### src/rtl/regfile_sequencer.sv
// Multi-cycle command sequencer in front of a single-port register file.
// Each command is a short sequence of reads on the shared address port, then one write.
module regfile_sequencer #(
    parameter int DATA_WIDTH = 8,
    parameter int ADDR_WIDTH = 4
) (
    input  logic                  i_clk,
    input  logic                  i_reset,
    input  logic                  i_cmd_valid,
    output logic                  o_cmd_ready,
    input  logic [2:0]            i_cmd_op,
    input  logic [ADDR_WIDTH-1:0] i_cmd_dst,
    input  logic [ADDR_WIDTH-1:0] i_cmd_src,
    input  logic [DATA_WIDTH-1:0] i_cmd_imm,
    output logic [ADDR_WIDTH-1:0] o_rf_address,
    output logic                  o_rf_write_enable,
    output logic [DATA_WIDTH-1:0] o_rf_write_data,
    input  logic [DATA_WIDTH-1:0] i_rf_read_data,
    output logic                  o_done,
    output logic [DATA_WIDTH-1:0] o_result,
    output logic                  o_flag_zero,
    output logic                  o_flag_carry
);

    localparam logic [2:0] OP_NOP = 3'b000;
    localparam logic [2:0] OP_LDI = 3'b001;
    localparam logic [2:0] OP_MOV = 3'b010;
    localparam logic [2:0] OP_ADD = 3'b011;
    localparam logic [2:0] OP_SUB = 3'b100;
    localparam logic [2:0] OP_AND = 3'b101;
    localparam logic [2:0] OP_RD  = 3'b110;
    localparam logic [2:0] OP_XOR = 3'b111;

    typedef enum logic [1:0] {
        S_IDLE,
        S_RD_DST,
        S_RD_SRC,
        S_WRITE
    } state_t;

    state_t                r_state;
    state_t                w_next;
    logic [2:0]            r_op;
    logic [ADDR_WIDTH-1:0] r_dst;
    logic [ADDR_WIDTH-1:0] r_src;
    logic [DATA_WIDTH-1:0] r_imm;
    logic [DATA_WIDTH-1:0] r_a;
    logic [DATA_WIDTH-1:0] r_b;
    logic                  r_done;
    logic [DATA_WIDTH-1:0] r_result;
    logic                  r_zero;
    logic                  r_carry;

    logic                  w_accept;
    logic [DATA_WIDTH:0]   w_sum;
    logic [DATA_WIDTH:0]   w_diff;
    logic [DATA_WIDTH:0]   w_wval;
    logic                  w_is_alu;
    logic                  w_carry;

    assign w_accept = (r_state == S_IDLE) && i_cmd_valid;

    always_comb begin
        w_next = r_state;
        case (r_state)
            S_IDLE: begin
                if (w_accept) begin
                    case (i_cmd_op)
                        OP_NOP:  w_next = S_IDLE;
                        OP_LDI:  w_next = S_WRITE;
                        OP_MOV:  w_next = S_RD_SRC;
                        default: w_next = S_RD_DST;
                    endcase
                end
            end
            S_RD_DST: w_next = (r_op == OP_RD) ? S_IDLE : S_RD_SRC;
            S_RD_SRC: w_next = S_WRITE;
            S_WRITE:  w_next = S_IDLE;
            default:  w_next = S_IDLE;
        endcase
    end

    // One extra bit so bit DATA_WIDTH carries ADD carry-out and SUB borrow.
    assign w_sum  = {1'b0, r_a} + {1'b0, r_b};
    assign w_diff = {1'b0, r_a} - {1'b0, r_b};

    always_comb begin
        w_wval   = '0;
        w_is_alu = 1'b0;
        w_carry  = 1'b0;
        case (r_op)
            OP_LDI: w_wval = {1'b0, r_imm};
            OP_MOV: w_wval = {1'b0, r_b};
            OP_ADD: begin
                w_wval   = w_sum;
                w_is_alu = 1'b1;
                w_carry  = w_sum[DATA_WIDTH];
            end
            OP_SUB: begin
                w_wval   = w_diff;
                w_is_alu = 1'b1;
                w_carry  = w_diff[DATA_WIDTH];
            end
            OP_AND: begin
                w_wval   = {1'b0, r_a & r_b};
                w_is_alu = 1'b1;
            end
            OP_XOR: begin
                w_wval   = {1'b0, r_a ^ r_b};
                w_is_alu = 1'b1;
            end
            default: w_wval = '0;
        endcase
    end

    always_comb begin
        o_rf_address    = '0;
        o_rf_write_data = '0;
        case (r_state)
            S_RD_DST: o_rf_address = r_dst;
            S_RD_SRC: o_rf_address = r_src;
            S_WRITE: begin
                o_rf_address    = r_dst;
                o_rf_write_data = w_wval[DATA_WIDTH-1:0];
            end
            default: o_rf_address = '0;
        endcase
    end

    // Reset gates the strobe directly so an aborted command can never write.
    assign o_rf_write_enable = (r_state == S_WRITE) && i_reset;
    assign o_cmd_ready       = (r_state == S_IDLE);
    assign o_done            = r_done;
    assign o_result          = r_result;
    assign o_flag_zero       = r_zero;
    assign o_flag_carry      = r_carry;

    always_ff @(posedge i_clk) begin
        if (!i_reset) begin
            r_state  <= S_IDLE;
            r_op     <= OP_NOP;
            r_dst    <= '0;
            r_src    <= '0;
            r_imm    <= '0;
            r_a      <= '0;
            r_b      <= '0;
            r_done   <= 1'b0;
            r_result <= '0;
            r_zero   <= 1'b0;
            r_carry  <= 1'b0;
        end else begin
            r_state <= w_next;
            r_done  <= 1'b0;
            case (r_state)
                S_IDLE: begin
                    if (w_accept) begin
                        r_op  <= i_cmd_op;
                        r_dst <= i_cmd_dst;
                        r_src <= i_cmd_src;
                        r_imm <= i_cmd_imm;
                        if (i_cmd_op == OP_NOP) r_done <= 1'b1;
                    end
                end
                S_RD_DST: begin
                    r_a <= i_rf_read_data;
                    if (r_op == OP_RD) begin
                        r_done   <= 1'b1;
                        r_result <= i_rf_read_data;
                    end
                end
                S_RD_SRC: r_b <= i_rf_read_data;
                S_WRITE: begin
                    r_done   <= 1'b1;
                    r_result <= w_wval[DATA_WIDTH-1:0];
                    if (w_is_alu) begin
                        r_zero  <= (w_wval[DATA_WIDTH-1:0] == '0);
                        r_carry <= w_carry;
                    end
                end
                default: r_done <= 1'b0;
            endcase
        end
    end

endmodule

### config.mk
export PLATFORM = sky130hd
export DESIGN_NAME = regfile_sequencer
export DESIGN_NICKNAME = d
export VERILOG_FILES = /design/src/rtl/regfile_sequencer.sv
export SDC_FILE = /design/constraint.sdc
export NUM_CORES = 1
export LEC_CHECK = 0
export CORE_ASPECT_RATIO = 1.5
export CORE_MARGIN = 3
export CORE_UTILIZATION = 41
export DETAILED_ROUTE_END_ITERATION = 6
export HOLD_SLACK_MARGIN = 0.08
export PLACE_DENSITY = 0.61
export SYNTH_ARGS = -nofsm -noshare
export SYNTH_HDL_FRONTEND = slang
export SYNTH_SLANG_ARGS = --single-unit
### constraint.sdc
create_clock -name i_clk -period 3.2 [get_ports i_clk]
set_clock_uncertainty 0.2 [all_clocks]
set_input_delay 0.64 -clock i_clk [delete_from_list [all_inputs] [get_ports i_clk]]
set_output_delay 0.64 -clock i_clk [all_outputs]
set_load 0.01 [all_outputs]
==> flow_metrics.env, run 1 <==
export IMPL_grt_util_all_layers_pct=23.7
export IMPL_crit_top_cell="a21oi_2"
export IMPL_final_cell_mix="nand2_1, buf_4, clkdlybuf4s50_1"
export IMPL_ys_types=58
export IMPL_yosys_register_bits=48
export IMPL_cp_data_arrival_time_ps=2390
export IMPL_maxCapViolCount=0
export IMPL_period_minus_slack_ps=3230
export IMPL_cts_max_path_buffers=2
export IMPL_crit_chain="inv_1 -> ha_2 -> nor2b_1 -> nor3_1 -> or3_1 -> a21oi_2 -> a21oi_2 -> and2_1 -> buf_2"
export IMPL_maxSlewViolCount=0
export IMPL_violations="negative setup slack"
export IMPL_p_leak_uw=0.00187
export IMPL_period_share_pct=101
export IMPL_io_buffers=54
export IMPL_antennaDiodeCount=0
export IMPL_viasPerCell=5.17
export IMPL_dpl_worst_slack_ps=-282
export IMPL_grt_max_degree=50
export IMPL_dp_cells=605
export IMPL_required_ps=2360
export IMPL_seq_area_frac_synth_pct=30.1
export IMPL_grt_overflow_total=0
export IMPL_syn_inst=412
export IMPL_cts_buffers=5
export IMPL_chipWidth_um=78.0
export IMPL_grt_pass1_vias=3314
export IMPL_synth_edf_count=0
export IMPL_fp_dieArea_um2=8900
export IMPL_netlist_area_um2=3190
export IMPL_cp_max_fo=6
export IMPL_crit_family="simple AND/OR/NAND/NOR gates"
export IMPL_critPathSlowestCell="ha_2"
export IMPL_cts_tree="built"
export IMPL_clock_sinks=48
export IMPL_hold_path_class="flop to flop"
export IMPL_fp_dieH_um=114
export IMPL_crit_type="flop to output pin"
export IMPL_clk_latency_ps=320
export IMPL_coreArea_um2=7420
export IMPL_fin_setup_tns_ps=-56.6
export IMPL_ant_nets=0
export IMPL_vias=3229
export IMPL_power_density_nw_per_um2=358
export IMPL_io_pins=55
export IMPL_critPathBufInv=2
export IMPL_synth_flop_cell="dfxtp_1"
export IMPL_worstSetupEndpointType="output pin"
export IMPL_grt_first_pass_wirelength_mm=16.4
export IMPL_async_flop_share_pct=0
export IMPL_syn2layout_area_growth_pct=44.7
export IMPL_nets=572
export IMPL_finalNonFillerCells=624
export IMPL_setup_violations_final=3
export IMPL_row_count=38
export IMPL_tightest_slew_ps=679
export IMPL_cts_root_buf="clkbuf_8"
export IMPL_antenna_found_initial=0
export IMPL_max_stage_delay_ps=400
export IMPL_drt_pass1_iter_count=6
export IMPL_yosys_warnings=0
export IMPL_avgSynthCellArea_um2=7.75
export IMPL_first_iter_violations=143
export IMPL_irDropWorstVdd_uv=362
export IMPL_drive_gt1_share_pct=27.7
export IMPL_clock_fmax_mhz=309
export IMPL_final_util_pct=62.3
export IMPL_drc=0
export IMPL_wirelength_mm=10.4
export IMPL_syn_nets=461
export IMPL_path_clk_slew_ps=100
export IMPL_final_common_cell="nand2_1"
export IMPL_htree_levels=2
export IMPL_final_hold_violation_count=0
export IMPL_dpl_hpwl_mm=8.06
export IMPL_routabilityCongestion=0.866
export IMPL_status="finished with violations"
export IMPL_maxSlewHeadroom_pct=54.6
export IMPL_placed_area_um2=4210
export IMPL_worst_slack_ps=-32.3
export IMPL_rsz0062_at_grt="true"
export IMPL_fin_area_um2=4620
export IMPL_startpoint_type="flop"
export IMPL_initial_core_util_pct=43.0
export IMPL_wl_per_cell_um=16.6
## metal layers
metal / share of wire, % / track usage (%) / up-vias
li1: - / - / 1639
met3: 2.4 / 2.83 / 19
met5: 0 / 0 / -
met4: 3.0 / 10.3 / 0
met2: 57 / 48.1 / 64
met1: 38 / 23.4 / 1507
## cell type report
cell class | instances | area [µm²]
Clock inverter | 3 | 21.3
Timing Repair Buffer | 131 | 1110
Clock buffer | 5 | 68.8
Multi-Input combinational cell | 322 | 2260
Tap cell | 100 | 125
Inverter | 15 | 58.8
Sequential cell | 48 | 972
Fill cell | 717 | 2800
## power breakdown
| group | internal, µW | switching, µW |
|---|---|---|
| Clock | 155 | 224 |
| Combinational | 314 | 295 |
| Sequential | 636 | 29.8 |
## synth_stat cells, types with 3 or more instances
cell | number | share of area (%)
a21boi_0 | 27 | 6.4
a21oi_1 | 17 | 2.7
a31oi_1 | 5 | 0.98
and2_1 | 8 | 1.6
and3_1 | 3 | 0.59
buf_2 | 4 | 0.63
buf_4 | 3 | 0.71
buf_6 | 3 | 1.1
clkbuf_1 | 15 | 1.8
dfxtp_1 | 48 | 30
ha_1 | 17 | 6.7
inv_1 | 15 | 1.8
mux2i_1 | 17 | 5.3
nand2_1 | 91 | 11
nand2b_1 | 8 | 1.6
nand3_1 | 9 | 1.4
nor2_1 | 19 | 2.2
nor2b_1 | 16 | 3.1
nor3_1 | 10 | 1.6
nor3b_1 | 4 | 0.94
o211ai_1 | 3 | 0.71
o21a_1 | 9 | 2.1
o21ai_0 | 12 | 1.9
o21ai_1 | 3 | 0.47
o22ai_1 | 3 | 0.59
xnor2_1 | 3 | 0.82
## worst min-delay path: stages, from the launching register on
cell,delay [ps]
dfxtp_1,320
nand2_1,50
a21boi_0,60
## sequential cells by signal, indices dropped and copies added (netlist names), 2 cells and up
name      flops
r_state       2
r_dst         4
o_result      8
r_a           8
r_src         4
r_op          3
r_b           8
r_imm         8
## cells by family after synthesis
logic type	Yosys count	share of synthesized area (%)
buffers and inverters	42	6.15
adders and majority gates	19	7.92
DFF	48	30.1
muxes	20	6.74
AOI/OAI and AO/OA	101	21.8
xor gates and xnor gates	4	1.10
and+or+nand+nor	178	26.2
## through the flow
stage	total power, µW	hold slack, ps
after floorplan	955	241
after detailed placement	1190	259
after CTS	1630	272
after global routing	1750	306
after global placement	1190	252
final	1650	266
## final timing paths
check	start	to	slack, ps	cells past startpoint
max	r_b[5]$_SDFFE_PN0P_	o_rf_write_data[7]	-30	9
min	r_imm[3]$_SDFFE_PN0P_	r_imm[3]$_SDFFE_PN0P_	270	2
max reg2reg	r_a[3]$_SDFFE_PN0P_	o_flag_zero$_SDFFE_PN0P_	230	11
min reg2reg	r_imm[3]$_SDFFE_PN0P_	r_imm[3]$_SDFFE_PN0P_	270	2
## repair_timing
item,in CTS,in global routing
gates resized for setup,57,29
setup endpoints to repair,8,8
hold buffers,0,0
setup buffers,5,6
endpoints found under the hold margin,0,0
pin swaps,18,19
No activity file was read; power rests on OpenSTA's default activity.
==> inputs of run 2 (changes only) <==
--- a/config.mk
+++ b/config.mk
@@ -9,6 +9,7 @@
 export CORE_MARGIN = 3
 export CORE_UTILIZATION = 41
 export DETAILED_ROUTE_END_ITERATION = 6
+export GPL_TIMING_DRIVEN = 0
 export HOLD_SLACK_MARGIN = 0.08
 export PLACE_DENSITY = 0.61
 export SYNTH_ARGS = -nofsm -noshare
==> run 2 against run 1 <==
  * The run still ends with negative setup slack left
  * Routed wire length shrank 3.4%
  * Largest cell class unchanged
  * Highest routed layer unchanged
  * Clock power grew 5.3%
  * Sequential share of layout area grew 1.5 points
  * Register-to-register slack lost 210 ps
  * Die area is the same
==> flow_metrics.env, run 2 (synthesis gave the netlist of run 1 again) <==
export IMPL_status="finished with violations"
export IMPL_violations="negative setup slack"
export IMPL_fillers=706
export IMPL_maxSlewHeadroom_pct=60.1
export IMPL_path_clk_slew_ps=90
export IMPL_drt_pass1_iter_count=4
export IMPL_cp_max_fo=3
export IMPL_fp_dieArea_um2=8900
export IMPL_final_cell_mix="nand2_1, clkdlybuf4s50_1, dfxtp_1"
export IMPL_row_count=38
export IMPL_clk_latency_ps=310
export IMPL_worstSetupEndpointType="output pin"
export IMPL_p_leak_uw=0.00170
export IMPL_first_iter_violations=167
export IMPL_viasPerCell=5.33
export IMPL_hold_path_class="flop to flop"
export IMPL_period_share_pct=103
export IMPL_syn2layout_area_growth_pct=38.0
export IMPL_initial_core_util_pct=43.0
export IMPL_grt_util_all_layers_pct=23.0
export IMPL_cts_max_path_buffers=2
export IMPL_fp_dieH_um=114
export IMPL_drive_gt1_share_pct=21.7
export IMPL_routabilityCongestion=0.955
export IMPL_pwr_share_clk_pct=24.7
export IMPL_setup_violations_final=3
export IMPL_coreArea_um2=7420
export IMPL_maxCapViolCount=0
export IMPL_wl_per_cell_um=16.8
export IMPL_p_sw_uw=540
export IMPL_vias=3183
export IMPL_p_seq_share_pct=41.5
export IMPL_startpoint_type="flop"
export IMPL_antenna_found_initial=0
export IMPL_cp_data_arrival_time_ps=2440
export IMPL_grt_max_degree=16
export IMPL_io_pins=55
export IMPL_power_density_nw_per_um2=367
export IMPL_worst_slack_ps=-84.9
export IMPL_final_common_cell="nand2_1"
export IMPL_rsz0062_at_grt="true"
export IMPL_p_int_uw=1070
export IMPL_ctsHoldBuffers=0
export IMPL_chipWidth_um=78.0
export IMPL_cts_tree="built"
export IMPL_fin_setup_tns_ps=-183
export IMPL_dp_cells=566
export IMPL_combPwrFrac_pct=33.8
export IMPL_maxSlewViolCount=0
export IMPL_required_ps=2360
export IMPL_irDropWorstVdd_uv=302
export IMPL_clock_sinks=48
export IMPL_tightest_slew_ps=599
export IMPL_finalNonFillerCells=597
export IMPL_period_minus_slack_ps=3280
export IMPL_grt_overflow_total=0
export IMPL_htree_levels=2
export IMPL_crit_type="flop to output pin"
export IMPL_nets=545
export IMPL_wirelength_mm=10.0
export IMPL_dpl_hpwl_mm=7.42
export IMPL_cts_buffers=5
export IMPL_drc=0
export IMPL_final_hold_violation_count=0
export IMPL_ant_nets=0
export IMPL_grt_pass1_vias=3219
export IMPL_io_buffers=54
export IMPL_clock_fmax_mhz=304
export IMPL_cts_root_buf="clkbuf_8"
export IMPL_antennaDiodeCount=0
export IMPL_grt_first_pass_wirelength_mm=16.0
export IMPL_p_sw_share_pct=33.5
==> run 2: cell types whose count changed in the layout (fill, tap and decap cells not counted), moves of 3 or more <==
cell	before	now
dfxtp_1	41	37
dfxtp_4	1	7
clkbuf_1	0	13
buf_2	3	7
ha_2	3	0
ha_1	9	12
buf_4	74	24
==> run 2: path summary, 6_finish.rpt <==
path,from,to,slack [ps],cells past startpoint
worst min-delay path,r_imm[0]$_SDFFE_PN0P_,r_imm[0]$_SDFFE_PN0P_,270,2
worst min register to register,r_imm[0]$_SDFFE_PN0P_,r_imm[0]$_SDFFE_PN0P_,270,2
worst max register to register,r_b[3]$_SDFFE_PN0P_,o_flag_zero$_SDFFE_PN0P_,20,15
worst max-delay path,r_a[0]$_SDFFE_PN0P_,o_rf_write_data[6],-80,11
==> run 2: critical path: stages, from the launching register on <==
cell and delay [ps]:
dfxtp_4 400, inv_4 50, ha_4 150, fa_2 370
nor2b_4 140, o2111ai_2 140, nand3_2 120, o2111a_1 220
a32oi_1 60, a21o_1 200, and2_1 140, buf_2 130
==> run 2: area by class of cell <==
type                       count  area [µm²]  area share, %
multi-input combinational    322        2280           51.8
sequential                    48         992           22.5
inverter                      15        61.3           1.39
tap                          100         125           2.84
timing repair buffer          77         691           15.7
clock buffer                   6        82.6           1.87
clock inverter                 2        13.8          0.312
buffer                        27         159           3.61
==> run 2: repair_timing <==
item                       CTS  global route
setup endpoints to repair    8            11
buffers inserted            20             2
pin swaps                   23            16
cloned                       1             0
gates resized for setup     82            23
==> run 2: power by group through the flow <==
stage	sequential, µW	clock [µW]	combinational (µW)
detailed placement	682	0	424
global placement	681	0	420
global route	673	433	597
CTS	668	410	518
finish	670	399	547
floorplan	671	0	284
==> run 2: per-stage QoR <==
| step | instance area, µm² | hold slack [ps] | utilization [%] | total power, µW | setup WS (ps) |
|---|---|---|---|---|---|
| final | 4410 | 267 | 59.4 | 1620 | -84.9 |
| after global routing | 4410 | 293 | 59.4 | 1700 | -175 |
| after CTS | 4310 | 272 | 58.1 | 1600 | -125 |
| after detailed placement | 3860 | 258 | 52.0 | 1110 | -533 |
| after global placement | 3860 | 252 | 52.0 | 1100 | -523 |
| after floorplan | 3190 | 241 | - | 955 | 367 |
==> run 2: metal layers <==
metal / up-vias / GRT usage (%) / part of all wire [%]
met5: - / 0 / 0
met4: 0 / 12.5 / 5.1
met3: 35 / 3.07 / 2.9
met2: 81 / 42.8 / 53
met1: 1481 / 24.8 / 39
li1: 1586 / - / -
==> inputs of run 3 (changes only) <==
--- a/config.mk
+++ b/config.mk
@@ -7,11 +7,11 @@
 export LEC_CHECK = 0
 export CORE_ASPECT_RATIO = 1.5
 export CORE_MARGIN = 3
-export CORE_UTILIZATION = 41
+export CORE_UTILIZATION = 35
 export DETAILED_ROUTE_END_ITERATION = 6
 export GPL_TIMING_DRIVEN = 0
 export HOLD_SLACK_MARGIN = 0.08
-export PLACE_DENSITY = 0.61
+export PLACE_DENSITY = 0.54
 export SYNTH_ARGS = -nofsm -noshare
 export SYNTH_HDL_FRONTEND = slang
 export SYNTH_SLANG_ARGS = --single-unit
==> run 3 against run 2 <==
  * The run still ends with negative setup slack left
  * Routed wire length grew 0.86%
  * Sequential share of layout area shrank 0.10 points
  * Combinational power shrank 1%
  * Critical path type unchanged
==> flow_metrics.env, run 3 (synthesis gave the netlist of run 1 again) <==
export IMPL_grt_max_degree=15
export IMPL_htree_levels=2
export IMPL_drive_gt1_share_pct=19.9
export IMPL_max_stage_delay_ps=390
export IMPL_critPathSlowestCell="dfxtp_4"
export IMPL_wl_per_cell_um=16.9
export IMPL_maxCapViolCount=0
export IMPL_grt_first_pass_wirelength_mm=15.7
export IMPL_row_count=42
export IMPL_fp_dieArea_um2=10300
export IMPL_worstSetupEndpointType="output pin"
export IMPL_cts_max_path_buffers=2
export IMPL_final_common_cell="nand2_1"
export IMPL_path_clk_slew_ps=70
export IMPL_cp_data_arrival_time_ps=2410
export IMPL_io_buffers=54
export IMPL_crit_type="flop to output pin"
export IMPL_power_density_nw_per_um2=399
export IMPL_initial_core_util_pct=35.9
export IMPL_final_util_pct=49.6
export IMPL_final_cell_mix="nand2_1, clkdlybuf4s50_1, dfxtp_1"
export IMPL_rsz0062_at_grt="true"
export IMPL_fin_setup_tns_ps=-89.7
export IMPL_clk_latency_ps=290
export IMPL_required_ps=2360
export IMPL_grt_overflow_total=0
export IMPL_p_leak_uw=0.00167
export IMPL_final_hold_violation_count=0
export IMPL_period_share_pct=102
export IMPL_fp_dieH_um=123
export IMPL_syn2layout_area_growth_pct=37.9
export IMPL_hold_path_class="flop to flop"
export IMPL_met3_usage_pct=2.80
export IMPL_min_from="r_imm[5]$_SDFFE_PN0P_"
export IMPL_drt_pass1_iter_count=4
export IMPL_grt_pass1_vias=3159
export IMPL_antennaDiodeCount=0
export IMPL_first_iter_violations=172
export IMPL_cts_buffers=5
export IMPL_top_usage_layer="met2"
export IMPL_critPathBufInv=2
export IMPL_grt_util_all_layers_pct=19.6
export IMPL_irDropWorstVdd_uv=271
export IMPL_wirelength_mm=10.1
export IMPL_chipWidth_um=84.0
export IMPL_setup_violations_final=2
export IMPL_maxSlewHeadroom_pct=59.7
export IMPL_clock_sinks=48
export IMPL_crit_chain="inv_4 -> ha_4 -> fa_2 -> nor2b_4 -> o2111ai_2 -> nand3_2 -> o2111a_1 -> nor3_2 -> a21o_1 -> and2_1 -> buf_2"
export IMPL_tightest_slew_ps=605
export IMPL_cts_tree="built"
export IMPL_cp_max_fo=3
export IMPL_dpl_hpwl_mm=7.69
export IMPL_worst_slack_ps=-50.8
export IMPL_fin_area_um2=4400
export IMPL_coreArea_um2=8880
export IMPL_io_pins=55
export IMPL_antenna_found_initial=0
export IMPL_crit_family="compound AO/OA/AOI/OAI gates"
export IMPL_startpoint_type="flop"
export IMPL_clock_fmax_mhz=308
export IMPL_nets=536
export IMPL_status="finished with violations"
export IMPL_ant_nets=0
export IMPL_maxSlewViolCount=0
export IMPL_cts_root_buf="clkbuf_16"
export IMPL_ctsHoldBuffers=0
export IMPL_use_met2_pct=39.1
export IMPL_routabilityCongestion=0.884
export IMPL_crit_start="r_a[0]$_SDFFE_PN0P_"
export IMPL_viasPerCell=5.27
export IMPL_placed_area_um2=3870
export IMPL_drc=0
export IMPL_violations="negative setup slack"
export IMPL_period_minus_slack_ps=3250
export IMPL_met1_usage_pct=19.6
export IMPL_vias=3144
export IMPL_reg2reg_from="r_b[0]$_SDFFE_PN0P_"
==> run 3: cell types whose count changed in the layout (fill, tap and decap cells not counted), moves of 3 or more <==
cell and change:
clkbuf_8 -5, buf_2 -3, clkbuf_16 +5, buf_4 -8
==> run 3: layout make-up <==
type / instances / area, µm²
timing repair buffer: 68 / 626
clock buffer: 6 / 139
clock inverter: 1 / 8.76
sequential: 48 / 987
fill: 877 / 4480
multi-input combinational: 322 / 2280
inverter: 15 / 58.8
buffer: 27 / 161
tap: 110 / 138
==> run 3: timing repair <==
| action | CTS | global route |
|---|---|---|
| endpoints found under the setup margin | 9 | 6 |
| pin swaps | 20 | 21 |
| buffers inserted | 7 | 7 |
| resized for setup | 73 | 28 |
==> run 3: path summary, 6_finish.rpt <==
path              slack [ps]  cells after the start                        to
setup reg to reg         360                     11  o_flag_zero$_SDFFE_PN0P_
hold reg to reg          270                      2     r_imm[5]$_SDFFE_PN0P_
setup / recovery         -50                     11        o_rf_write_data[6]
hold / removal           270                      2     r_imm[5]$_SDFFE_PN0P_
==> run 3: layer usage <==
metal  wire, µm  share of wire [%]
met1       3750                 37
met2       5700                 56
met3        291                2.9
met4        376                3.7
met5          0                  0
==> run 3: worst min-delay path, cell delays in order (launching register included) <==
cell and delay, ps:
dfxtp_1 310, nand2_1 50, a21boi_0 60
==> run 3: metrics by stage <==
stage / setup WS [ps] / hold slack (ps) / cells / total power, µW
after global routing: -135 / 285 / 597 / 1850
after CTS: -129 / 271 / 590 / 1720
after floorplan: 367 / 241 / 412 / 955
final: -50.8 / 267 / 597 / 1760
after detailed placement: -706 / 261 / 576 / 1110
after global placement: -690 / 253 / 576 / 1100
==> run 3: power by group <==
group | switching, µW | total [µW] | internal [µW]
combinational | 282 | 539 | 257
sequential | 35.2 | 671 | 636
clock | 237 | 546 | 309
